## src/rtl/sin_cos_lut_arbiter.sv

```systemverilog
// Round-robin arbiter sharing one fixed-latency sin/cos generator between N_CH requesters.
// Results come back tagged with their channel through a credit-protected FWFT FIFO.
module sin_cos_lut_arbiter #(
  parameter int unsigned N_CH       = 4,
  parameter int unsigned PHASE_W    = 12,
  parameter int unsigned SAMPLE_W   = 16,
  parameter int unsigned LATENCY    = 2,
  parameter int unsigned FIFO_DEPTH = 4
) (
  input  logic                      i_clk,
  input  logic                      i_rst_n,
  input  logic [N_CH-1:0]           i_req_valid,
  input  logic [N_CH*PHASE_W-1:0]   i_req_phase,
  output logic [N_CH-1:0]           o_req_ready,
  output logic                      o_gen_valid,
  output logic [PHASE_W-1:0]        o_gen_phase,
  input  logic [SAMPLE_W-1:0]       i_gen_sin,
  input  logic [SAMPLE_W-1:0]       i_gen_cos,
  output logic                      o_res_valid,
  output logic [$clog2(N_CH)-1:0]   o_res_ch,
  output logic [SAMPLE_W-1:0]       o_res_sin,
  output logic [SAMPLE_W-1:0]       o_res_cos,
  input  logic                      i_res_ready,
  output logic                      o_overflow
);

  localparam int unsigned CH_W   = $clog2(N_CH);
  localparam int unsigned CRED_W = $clog2(FIFO_DEPTH + 1);
  localparam int unsigned PTR_W  = (FIFO_DEPTH > 1) ? $clog2(FIFO_DEPTH) : 1;

  logic [CH_W-1:0]    ptr_q, ptr_d;
  logic [CRED_W-1:0]  credits_q, credits_d;
  logic [N_CH-1:0]    grant;
  logic               grant_any;
  logic [CH_W-1:0]    grant_ch;
  logic [PHASE_W-1:0] grant_phase;

  logic               gen_valid_q;
  logic [PHASE_W-1:0] gen_phase_q;
  logic [CH_W-1:0]    gen_ch_q;

  logic [LATENCY-1:0] dl_valid_q;
  logic [CH_W-1:0]    dl_ch_q [LATENCY];

  logic [CH_W-1:0]     mem_ch_q  [FIFO_DEPTH];
  logic [SAMPLE_W-1:0] mem_sin_q [FIFO_DEPTH];
  logic [SAMPLE_W-1:0] mem_cos_q [FIFO_DEPTH];
  logic [PTR_W-1:0]    wr_ptr_q, rd_ptr_q;
  logic [CRED_W-1:0]   count_q, count_d;
  logic                overflow_q;
  logic                wr, full, pop, wr_en;

  function automatic logic [PTR_W-1:0] ptr_inc(input logic [PTR_W-1:0] p);
    return (p == PTR_W'(FIFO_DEPTH - 1)) ? '0 : p + PTR_W'(1);
  endfunction

  // Rotating priority search from ptr_q; blocked entirely when no credit is held.
  always_comb begin
    int unsigned idx;
    idx       = 0;
    grant_any = 1'b0;
    grant_ch  = '0;
    if (credits_q != '0) begin
      for (int unsigned i = 0; i < N_CH; i++) begin
        idx = (int'(ptr_q) + i) % N_CH;
        if (!grant_any && i_req_valid[idx]) begin
          grant_any = 1'b1;
          grant_ch  = CH_W'(idx);
        end
      end
    end
    grant           = '0;
    grant[grant_ch] = grant_any;
  end

  assign grant_phase = i_req_phase[grant_ch*PHASE_W +: PHASE_W];
  assign o_req_ready = grant & {N_CH{i_rst_n}};

  assign wr    = dl_valid_q[LATENCY-1];
  assign full  = (count_q == CRED_W'(FIFO_DEPTH));
  assign pop   = (count_q != '0) && i_res_ready;
  assign wr_en = wr && (!full || pop);

  always_comb begin
    ptr_d     = ptr_q;
    credits_d = credits_q - CRED_W'(grant_any) + CRED_W'(pop);
    count_d   = count_q + CRED_W'(wr_en) - CRED_W'(pop);
    if (grant_any) begin
      ptr_d = (grant_ch == CH_W'(N_CH - 1)) ? '0 : grant_ch + CH_W'(1);
    end
  end

  always_ff @(posedge i_clk or negedge i_rst_n) begin
    if (!i_rst_n) begin
      ptr_q       <= '0;
      credits_q   <= CRED_W'(FIFO_DEPTH);
      gen_valid_q <= 1'b0;
      gen_phase_q <= '0;
      gen_ch_q    <= '0;
    end else begin
      ptr_q       <= ptr_d;
      credits_q   <= credits_d;
      gen_valid_q <= grant_any;
      if (grant_any) begin
        gen_phase_q <= grant_phase;
        gen_ch_q    <= grant_ch;
      end
    end
  end

  // Tag pipeline aligned so the last stage lines up with the generator output.
  always_ff @(posedge i_clk or negedge i_rst_n) begin
    if (!i_rst_n) begin
      dl_valid_q <= '0;
      for (int i = 0; i < LATENCY; i++) dl_ch_q[i] <= '0;
    end else begin
      dl_valid_q[0] <= gen_valid_q;
      dl_ch_q[0]    <= gen_ch_q;
      for (int i = 1; i < LATENCY; i++) begin
        dl_valid_q[i] <= dl_valid_q[i-1];
        dl_ch_q[i]    <= dl_ch_q[i-1];
      end
    end
  end

  always_ff @(posedge i_clk or negedge i_rst_n) begin
    if (!i_rst_n) begin
      wr_ptr_q   <= '0;
      rd_ptr_q   <= '0;
      count_q    <= '0;
      overflow_q <= 1'b0;
      for (int i = 0; i < FIFO_DEPTH; i++) begin
        mem_ch_q[i]  <= '0;
        mem_sin_q[i] <= '0;
        mem_cos_q[i] <= '0;
      end
    end else begin
      count_q <= count_d;
      if (wr && full) overflow_q <= 1'b1;
      if (wr_en) begin
        mem_ch_q[wr_ptr_q]  <= dl_ch_q[LATENCY-1];
        mem_sin_q[wr_ptr_q] <= i_gen_sin;
        mem_cos_q[wr_ptr_q] <= i_gen_cos;
        wr_ptr_q            <= ptr_inc(wr_ptr_q);
      end
      if (pop) rd_ptr_q <= ptr_inc(rd_ptr_q);
    end
  end

  assign o_gen_valid = gen_valid_q;
  assign o_gen_phase = gen_phase_q;
  assign o_res_valid = (count_q != '0);
  assign o_res_ch    = mem_ch_q[rd_ptr_q];
  assign o_res_sin   = mem_sin_q[rd_ptr_q];
  assign o_res_cos   = mem_cos_q[rd_ptr_q];
  assign o_overflow  = overflow_q;

endmodule

```

## config.mk

```make
export PLATFORM = sky130hd
export DESIGN_NAME = sin_cos_lut_arbiter
export DESIGN_NICKNAME = d
export VERILOG_FILES = /design/src/rtl/sin_cos_lut_arbiter.sv
export SDC_FILE = /design/constraint.sdc
export NUM_CORES = 1
export LEC_CHECK = 0
export ABC_AREA = 1
export CAP_MARGIN = 15
export CELL_PAD_IN_SITES_DETAIL_PLACEMENT = 0
export CELL_PAD_IN_SITES_GLOBAL_PLACEMENT = 1
export CORE_ASPECT_RATIO = 1.4
export CORE_MARGIN = 5
export CORE_UTILIZATION = 37
export CTS_BUF_LIST = sky130_fd_sc_hd__clkbuf_2 sky130_fd_sc_hd__clkbuf_4 sky130_fd_sc_hd__clkbuf_8
export CTS_CLUSTER_DIAMETER = 30
export CTS_CLUSTER_SIZE = 12
export DETAILED_ROUTE_END_ITERATION = 12
export PLACE_DENSITY_LB_ADDON = 0.15
export SYNTH_ARGS = -nofsm -noshare
export SYNTH_HDL_FRONTEND = slang
export SYNTH_SLANG_ARGS = --single-unit
```

## constraint.sdc

```tcl
create_clock -name i_clk -period 7.76 [get_ports i_clk]
set_input_delay 1.164 -clock i_clk [delete_from_list [all_inputs] [get_ports i_clk]]
set_output_delay 1.164 -clock i_clk [all_outputs]
set_load 0.05 [all_outputs]
```

After elaboration in Yosys (flattened, before gate mapping)
Cells that the tools add are included.

Output and inout port bits: 53. Latch bits: 0. Memory bits (read-only): 0. RAM bits: 0. Register bits after elaboration: 170. Memories: 0.

Bitwise logic cells: 4. Eq/ne operators: 4. Divide/modulo/power cells: 0. $lt $le $gt $ge: 9. Reductions and logical operators: 15. $mul: 1. Shift operators: 1. Multiplexer cells: 42. Add/sub/neg operators: 10.

Operators with widths (count): 64-bit bitwise mux (2); 16-bit two-way mux (5); 16-bit binary-select mux with 2-bit select (2); 48-bit by 7-bit variable part select with 12-bit output (1); 16-bit demux with 2-bit select (1); 2-bit two-way mux (11); 2-bit by 3-bit less-than comparator with 1-bit output (second input constant) (5); 1-bit two-way mux (13); 2-bit by 1-bit adder with 2-bit output (second input constant) (4); 4-bit AND (2); 1-bit binary-select mux with 2-bit select (4); 8-bit bitwise mux (1); 1-bit logical AND (8); 3-bit by 1-bit adder with 3-bit output (2); 2-bit equality test (second input constant) (3); 3-bit greater-or-equal comparator (second input constant) (2); 2-bit inverter with 3-bit output (2); 3-bit nonzero test (2); 3-bit by 1-bit subtractor with 3-bit output (2); 2-bit adder (second input constant) (2); 2-bit binary-select mux with 2-bit select (1); 2-bit demux with 2-bit select (1); 1-bit logical NOT (4); 2-bit by 2-bit multiplier with 4-bit output (second input constant) (1); other kinds (5) (5).

Logic depth before layout (Yosys ltp)
Gate-level depths: netlist (run 1).

Depth in word-level cells: 22. Depth in mapped cells: 17. Gate-level depth less buffers: 15.

Least setup slack after synthesis (run 1)
No wires, ideal clock.

Path type: input -> output. Start point: in i_req_valid[3]. End point: out o_req_ready[1]. Path slack: 3.437 ns. Path buffers: 2. Data required time: 6.596 ns. Arrival time: 3.159 ns. Stages on the path: 11. Cell sequence: inv_1 nand2_2 nand3_1 nand2_2 inv_1 nand3_1 nand2_2 nand2_4 buf_8 buf_12 nor3_1.

Longest elaborated chain between the ends: 22. Elaborated cells on any way between the ends: 34.

Ends and longest elaborated chain: from (decl) (RTL line 12) `input logic [N_CH-1:0] i_req_valid,`; 1-bit binary-select mux with 2-bit select (RTL line 66) `if (!grant_any && i_req_valid[idx]) begin`; 1-bit two-way mux (implied by the code) (RTL line 66); 1-bit two-way mux (RTL line 66); 1-bit two-way mux (RTL line 63) `if (credits_q != '0) begin`; 1-bit logical NOT (RTL line 66); 1-bit logical AND (RTL line 66); 1-bit two-way mux (RTL line 66); 1-bit two-way mux (RTL line 63); [... 6 more ...]; 2-bit two-way mux (RTL line 66); 2-bit two-way mux (RTL line 63); 2-bit by 3-bit less-than comparator with 1-bit output (implied by the code) / 2-bit by 1-bit greater-or-equal comparator with 1-bit output (equally long branches) (RTL line 73) `grant[grant_ch] = grant_any;`; 1-bit logical AND (implied by the code) (RTL line 73); 1-bit two-way mux (implied by the code) (RTL line 73); 1-bit demux with 2-bit select (RTL line 73); 4-bit AND (no source line) (*); 4-bit AND (*) (RTL line 77) `assign o_req_ready = grant & {N_CH{i_rst_n}};`; to (decl) (RTL line 14) `output logic [N_CH-1:0] o_req_ready,`.

Mark *: on every way between the ends. The rest lies on a longest branch, timed or not. The select of a mux whose other input is x is not followed.

Worst setup path in the final report (run 1)
Start point: in i_req_valid[1]. End point: out o_req_ready[0].

Same word-level chain as after synthesis.

==> impl_results.md, run 1 <==
* Status: complete, no violations
* Synthesis-stage register bit count at 170
* Wire length per cell at 15.2 um
* CP peak stage delay at 0.70 ns
* Mapped Cells at 951
* Share of layout cells above drive strength 1 at 0.0729
* Worst path cell trace: clkdlybuf4s50_1, inv_1, nand2_2, nand3_1, nand2_1, inv_1, nand3_2, nand2_4, inv_2, nand2_4, ha_1, nand2_1, nor2_1, clkdlybuf4s50_1
* Critical path buffers and inverters at 5
* Measured slew at the worst slew-check pin at 0.848 ns
* Global-route wire length before repair at 34400 um
* Worst EP required at 6.60 ns
* CP delay by family, top: buffers and inverters
* Hold crit path type: reg2reg
* Number of global-route vias before repair at 6830
* Skew final at 0.0134 ns
* P&R area growth vs syn at 24.2%
* Hold-critical path depth at 0
* Fin crit period at 5.45 ns
* Htree depth at 4
* Die Width at 134 um
* Hold slack at 0.356 ns
* Critical Path Sink: o_req_ready[0]
* CTS buffer count at 17
* Post-synth EDFFs at 0
* Cell count along the critical path at 14
* Final setup vio count at 0
* Library cells used by synthesis at 28
* Post-CTS Setup Bufs at 0
* Max-cap viol count at 0
* Worst r2r src: ptr_q[0]
* Row count at 63
* Total grt overflow at 0
* Worst path slowest cell: clkdlybuf4s50_1
* 1st-iter DRT viols at 379
* Min-delay src: dl_valid_q[0]
* Pre-Repair DR Iteration Count at 5
* Hold_buf cts at 0
* DR vias/cell at 4.95
* Port Buf Inserts at 139
* Fillers at 2157
* Nets at 1156
* CP endpoint kind: primary output
* Worst R2R End: credits_q[2]
* Mapped Area at 0.00793 mm^2
* Total Routing Usage GR at 0.171
* Startpoint types: input port
* Num ports at 140
* Initial antenna violation count at 1
* Die area at 0.0245 mm^2
* Asr flop ratio synth at 1.00
* Die Y at 183 um
* Worst setup path start: i_req_valid[1]
* Final Hold Violating Endpoints at 0
* Clock root cell: clkbuf_8
* # resized after CTS at 0
* CP arrival at 4.28 ns
* Final worst-path cycle share at 0.702
* Slew Limit Headroom at 0.435
* RD Place Congestion at 0.807
* Clock Path Buffers at 2
* DP HPWL at 12800 um
* CTS tree: built
* Initial Util at 0.375
* Routed vias at 6580
* Area of the core at 0.0211 mm^2
* RSZ-0062 raised after global routing: no
* CTS sink cnt at 170
* CP Max Fanout at 41
* Syn Nets at 1050
* Final antenna-violating net count at 0
* Clock Latency Late Sink at 0.44 ns
* Detailed-route DRC error count at 0
* Seq/Total Area, Yosys at 0.537
* Fmax at 184 MHz
* Routed WL at 20200 um
* Clock slew at reported path FFs at 0.08 ns
* Inserted Diodes at 0
* Fin. max-slew vios at 0
* Post-Syn Area per Cell at 8.33 um^2
* Setup TNS at 0 ns
* Main flop type after synthesis: dfrtp_1
* Largest net degree at the start of global routing at 71
* Internal reg-to-reg setup slack at 4.53 ns
* Yosys Warn Count at 0
* Cell depth of the worst flop-to-flop path at 15
* CP Class: in2out
[cells in the final DEF, fill, tap and decap left out, types with 4 or more instances in the layout]
cell type	netlist	final
nand2_1	232	228
o21ai_0	211	211
dfrtp_1	169	168
clkdlybuf4s50_1	0	138
nor2_1	76	76
nand3_1	64	64
inv_1	56	55
o22ai_1	34	34
nand2_2	13	17
clkbuf_8	0	17
ha_1	10	10
buf_4	2	10
nand3_2	6	6
inv_2	4	5
clkinvlp_4	0	4
[routing by layer]
| metal | track usage | share of wire | vias to the layer above | wire (um) |
|---|---|---|---|---|
| met5 | 0 | 0.00064 | - | 13 |
| met4 | 0.0395 | 0.010 | 2 | 210 |
| met3 | 0.0467 | 0.055 | 16 | 1120 |
| met2 | 0.294 | 0.49 | 144 | 9840 |
| met1 | 0.216 | 0.45 | 3082 | 8980 |
| li1 | - | - | 3336 | - |
[area by class of cell]
type	count	area [um^2]	share of cell area
Sequential cell	170	4260	0.432
Multi-Input combinational cell	659	3160	0.321
Timing Repair Buffer	149	1470	0.149
Tap cell	260	325	0.0330
Clock buffer	18	241	0.0245
Inverter	60	225	0.0229
Clock inverter	14	170	0.0173
[stage by stage]
stage / utilization / setup slack (ns) / cell area [um^2] / std cells
floorplan: - / 3.44 / 7930 / 951
global placement: 0.446 / 2.31 / 9430 / 1298
detailed placement: 0.446 / 2.29 / 9430 / 1298
CTS: 0.466 / 2.27 / 9840 / 1330
global route: 0.466 / 1.96 / 9840 / 1330
finish: 0.466 / 2.31 / 9840 / 1330
[cell usage after synthesis, types with 4 or more instances]
library cell | instances | area share
inv_2 | 4 | 0.0019
inv_1 | 56 | 0.027
nand2_1 | 232 | 0.11
nand2_2 | 13 | 0.010
buf_2 | 19 | 0.012
buf_1 | 5 | 0.0024
nand3_2 | 6 | 0.0076
o21ai_0 | 211 | 0.13
nor2_1 | 76 | 0.036
nand3_1 | 64 | 0.040
o22ai_1 | 34 | 0.027
clkbuf_1 | 33 | 0.016
ha_1 | 10 | 0.016
dfrtp_1 | 169 | 0.53
[logic make-up after synthesis]
group           count (synthesis)  share of synthesized area
compound gates                246                      0.161
buf+inv                       122                     0.0661
flops                         170                      0.537
simple gates                  398                      0.212
fa+ha+maj                      12                     0.0208
xor+xnor                        3                    0.00332
[worst min-delay path by stage]
stage,end,slack (ns)
global placement,dl_valid_q[1],0.34
finish,dl_valid_q[1],0.36
detailed placement,dl_valid_q[1],0.34
global route,dl_valid_q[1],0.38
floorplan,dl_ch_q[0],0.33
CTS,dl_valid_q[1],0.36
[sequential cells by signal, indices dropped and copies added (netlist names)]
signal and cells:
mem_cos_q 64, mem_sin_q 64, o_gen_phase 12, mem_ch_q 8, dl_ch_q 4, count_q 3
credits_q 3, dl_valid_q 2, gen_ch_q 2, ptr_q 2, rd_ptr_q 2, wr_ptr_q 2
o_gen_valid 1, o_overflow 1
Power of run 1 is not shown: default switching activity piles up to over one toggle a cycle in this logic, so the estimate is an artifact.
==> run 2, diff against run 1 <==
==> constraint.sdc (replaced) <==
create_clock -name i_clk -period 4.59 [get_ports i_clk]
set_input_delay 0.6885 -clock i_clk [delete_from_list [all_inputs] [get_ports i_clk]]
set_output_delay 0.6885 -clock i_clk [all_outputs]
set_load 0.05 [all_outputs]
==> run 2 against run 1 <==
Compared with the run above: utilization up 0.44 points; die area unchanged; first-iteration DRC count down 16%; flip-flop and latch count unchanged; critical endpoint unchanged; highest routed layer is now met4.
==> impl_results.md, run 2 (same netlist as run 1, synthesis figures left out) <==
* Die area at 0.0245 mm^2
* Clock root cell: clkbuf_8
* Row count at 63
* CTS buffer count at 17
* Final Hold Violating Endpoints at 0
* Critical path buffers and inverters at 3
* DR vias/cell at 4.90
* Worst EP required at 3.90 ns
* Total grt overflow at 0
* Clock Latency Late Sink at 0.46 ns
* Setup TNS at 0 ns
* Most common cell after layout, fill and taps aside: nand2_1
* 1st-iter DRT viols at 319
* Share of layout cells above drive strength 1 at 0.0791
* CTS tree: built
* Global-route wire length before repair at 33500 um
* CTS sink cnt at 170
* Initial Util at 0.375
* Total Routing Usage GR at 0.170
* Nets at 1161
* Startpoint types: flop
* Pre-Repair DR Iteration Count at 4
* Number of global-route vias before repair at 6677
* Clock Path Buffers at 2
* Htree depth at 4
* Fillers at 2165
* Clock slew at reported path FFs at 0.08 ns
* Hold_buf cts at 0
* DP HPWL at 12800 um
* CP Max Fanout at 18
* Fmax at 256 MHz
* RSZ-0062 raised after global routing: no
* Port Buf Inserts at 139
* Wire length per cell at 15.1 um
* CP endpoint kind: primary output
* CP arrival at 3.21 ns
* P&R area growth vs syn at 25.4%
* Fin. max-slew vios at 0
* Inserted Diodes at 0
* Area of the core at 0.0211 mm^2
* RD Place Congestion at 0.814
* Num ports at 140
* Detailed-route DRC error count at 0
* # resized after CTS at 0
* Status: complete, no violations
* Max-cap viol count at 0
* Slew Limit Headroom at 0.419
* Post-CTS Setup Bufs at 0
* Die Y at 183 um
* Worst path slowest cell: clkdlybuf4s50_1
* Most frequent CP cell: nand2_2
* CP Class: reg2out
* Hold crit path type: in2async
* Most frequent cells in the layout: nand2_1 (228), o21ai_0 (211), dfrtp_1 (168)
* Measured slew at the worst slew-check pin at 0.869 ns
* Worst path cell trace: inv_2, nand2_1, nand2_2, nand2_2, nand2_2, nor2_4, nand3_2, nand2_4, inv_2, nand2_4, ha_1, nand2_1, nor2_1, clkdlybuf4s50_1
* Final antenna-violating net count at 0
* CP delay by family, top: buffers and inverters
* CP peak stage delay at 0.82 ns
* Fin crit period at 3.90 ns
* Routed WL at 20200 um
* Skew final at 0.0172 ns
* Initial antenna violation count at 0
* Routed vias at 6542
* Final setup vio count at 0
* Die Width at 134 um
* Largest net degree at the start of global routing at 71
* Final worst-path cycle share at 0.850
run 2: cell count changes in the layout (fill, tap and decap cells not counted):
cell | before | now
buf_4 | 10 | 17
bufinv_16 | 3 | 5
clkbuf_8 | 17 | 20
clkdlybuf4s50_1 | 138 | 136
clkinv_4 | 1 | 0
clkinvlp_4 | 4 | 2
inv_6 | 3 | 1
run 2: worst reg2reg max path: stages (launching register included):
cell and delay (ns):
dfrtp_1 0.59, inv_2 0.16, nand2_1 0.10, nand2_2 0.09
nand2_2 0.08, nand2_2 0.06, nor2_4 0.11, nand3_2 0.10
nand2_4 0.19, inv_2 0.08, buf_4 0.26, ha_1 0.32
inv_1 0.04, ha_1 0.18, fa_1 0.38, xnor2_1 0.17
xor2_1 0.16
run 2: area by class of cell:
type	instances	area, um^2	share of cell area
Tap cell	260	325	0.0327
Clock inverter	11	189	0.0190
Inverter	60	225	0.0227
Sequential cell	170	4260	0.428
Clock buffer	21	283	0.0285
Multi-Input combinational cell	659	3160	0.318
Timing Repair Buffer	154	1500	0.151
run 2: path summary, 6_finish.rpt:
path / start / endpoint / slack, ns / cells after the start
max in group asynchronous: i_rst_n / rd_ptr_q[0] / 2.47 / 3
worst max register to register: ptr_q[0] / credits_q[2] / 1.46 / 16
worst min register to register: dl_valid_q[0] / dl_valid_q[1] / 0.36 / 0
min in group i_clk: dl_valid_q[0] / dl_valid_q[1] / 0.36 / 0
worst max-delay path: ptr_q[0] / o_req_ready[0] / 0.69 / 14
worst min-delay path: i_rst_n / o_overflow / 0.18 / 1
run 2: stage by stage:
step	cell area, um^2	cells	setup slack (ns)	utilization	hold slack, ns
finish	9940	1335	0.689	0.470	0.176
global route	9940	1335	0.406	0.470	0.198
CTS	9940	1335	0.605	0.470	0.177
detailed placement	9460	1303	0.706	0.448	0.338
global placement	9460	1303	0.720	0.448	0.332
floorplan	7930	951	1.22	-	0.331
run 2: metal layers:
layer	global-route usage	wire (um)	vias to the layer above
li1	-	-	3345
met1	0.202	8870	3048
met2	0.299	9940	133
met3	0.0494	1150	16
met4	0.0473	205	0
met5	0	0	-
Power of run 2 is left out for the same reason.
==> run 3, diff against run 2 <==
==> constraint.sdc (replaced) <==
create_clock -name i_clk -period 3.6 [get_ports i_clk]
set_input_delay 0.54 -clock i_clk [delete_from_list [all_inputs] [get_ports i_clk]]
set_output_delay 0.54 -clock i_clk [all_outputs]
set_load 0.05 [all_outputs]
==> run 3 against run 2 <==
Compared with the run above: register-to-register slack lost 0.68 ns; critical path depth shrank 1; global-route usage grew 0.28 points; via count grew 0.58%; non-clock buffer count grew 2; worst hold slack gained 0.084 ns; setup slack lost 0.30 ns; critical endpoint unchanged; highest routed layer unchanged.
==> impl_results.md, run 3 (same netlist as run 1, synthesis figures left out) <==
* Clock root cell: clkbuf_8
* Skew final at 0.0189 ns
* Worst r2r src: ptr_q[0]
* Final Hold Violating Endpoints at 0
* Hold_buf cts at 0
* Total grt overflow at 0
* Final setup vio count at 0
* Post-CTS Setup Bufs at 0
* CTS sink cnt at 170
* RSZ-0062 raised after global routing: no
* Clock Path Buffers at 2
* Number of global-route vias before repair at 6761
* Largest net degree at the start of global routing at 171
* Die Width at 134 um
* Hold slack at 0.260 ns
* Hold crit path type: in2async
* CTS buffer count at 17
* Fillers at 2062
* Clock slew at reported path FFs at 0.09 ns
* P&R area growth vs syn at 30.4%
* Cell depth of the worst flop-to-flop path at 14
* Slew Limit Headroom at 0.373
* Pre-Repair DR Iteration Count at 5
* Detailed-route DRC error count at 0
* CTS tree: built
* CP endpoint kind: primary output
* DR vias/cell at 4.92
* Initial antenna violation count at 0
* Measured slew at the worst slew-check pin at 0.940 ns
* Total Routing Usage GR at 0.172
* Internal reg-to-reg setup slack at 0.78 ns
* Final antenna-violating net count at 0
* Worst R2R End: credits_q[2]
* Startpoint types: flop
* Max-cap viol count at 0
* 1st-iter DRT viols at 355
* Initial Util at 0.375
* DP Cell Count at 1305
* Worst EP required at 3.06 ns
* Share of layout cells above drive strength 1 at 0.115
* CP Max Fanout at 29
* Die area at 0.0245 mm^2
* CP Class: reg2out
* Fin crit period at 3.21 ns
* Area of the core at 0.0211 mm^2
* Num ports at 140
* Port Buf Inserts at 139
* Clock Latency Late Sink at 0.45 ns
* Inserted Diodes at 0
* RD Place Congestion at 0.785
* Status: complete, no violations
* Final worst-path cycle share at 0.892
* Fin cells at 1337
* Most common cell after layout, fill and taps aside: nand2_1
* Nets at 1163
* Row count at 63
* Fmax at 311 MHz
* Setup TNS at 0 ns
* Most frequent cells in the layout: nand2_1 (228), o21ai_0 (211), dfrtp_1 (167)
* Die Y at 183 um
* Wire length per cell at 15.1 um
* CP arrival at 2.67 ns
* # resized after CTS at 0
* Global-route wire length before repair at 34200 um
* Routed vias at 6580
* DP HPWL at 13200 um
* Fin. max-slew vios at 0
* Routed WL at 20200 um
* Htree depth at 4
run 3: cell types whose count changed in the layout (fill, tap and decap cells not counted), sizes merged:
cell / change
inv: +2
clkdlybuf4s50: -36
clkbuf: -1
clkinvlp: +1
buf: +38
bufinv: -2
run 3: worst max path at each step:
stage | startpoint | end | depth (start not counted)
2_1_floorplan | i_req_valid[3] | o_req_ready[1] | 11
3_3_place_gp | i_req_valid[1] | o_req_ready[0] | 14
3_5_place_dp | i_req_valid[1] | o_req_ready[0] | 14
4_1_cts | ptr_q[0] | o_req_ready[0] | 14
5_1_grt | ptr_q[0] | o_req_ready[0] | 13
6_report | ptr_q[0] | o_req_ready[0] | 13
run 3: critical path, stage by stage, from the launching register on:
cell	delay, ns
dfrtp_2	0.51
inv_2	0.17
nand2_1	0.09
nand3_1	0.11
nand2_2	0.08
nor2_4	0.14
nand3_2	0.09
nand2_4	0.19
inv_2	0.11
nand2_8	0.18
ha_1	0.18
nand2_1	0.05
nor2_1	0.10
buf_4	0.21
run 3: layout make-up:
class	count	area, um^2	area share
Clock buffer	20	275	0.0266
Clock inverter	12	161	0.0156
Inverter	60	225	0.0218
Multi-Input combinational cell	659	3170	0.306
Sequential cell	170	4260	0.412
Tap cell	260	325	0.0315
Timing Repair Buffer	156	1930	0.186
run 3: metrics by stage:
stage / area (um^2) / setup slack [ns] / util
finish: 10300 / 0.387 / 0.489
global route: 10300 / 0.0849 / 0.489
CTS: 10300 / 0.0848 / 0.489
detailed placement: 9890 / 0.349 / 0.468
global placement: 9890 / 0.385 / 0.468
floorplan: 7930 / 0.525 / -
run 3: layer usage:
metal | routed length (um) | part of all wire | GRT usage
met1 | 8810 | 0.44 | 0.212
met2 | 9890 | 0.49 | 0.293
met3 | 1210 | 0.060 | 0.0552
met4 | 257 | 0.013 | 0.0473
met5 | 0 | 0 | 0
Power of run 3 is left out for the same reason.
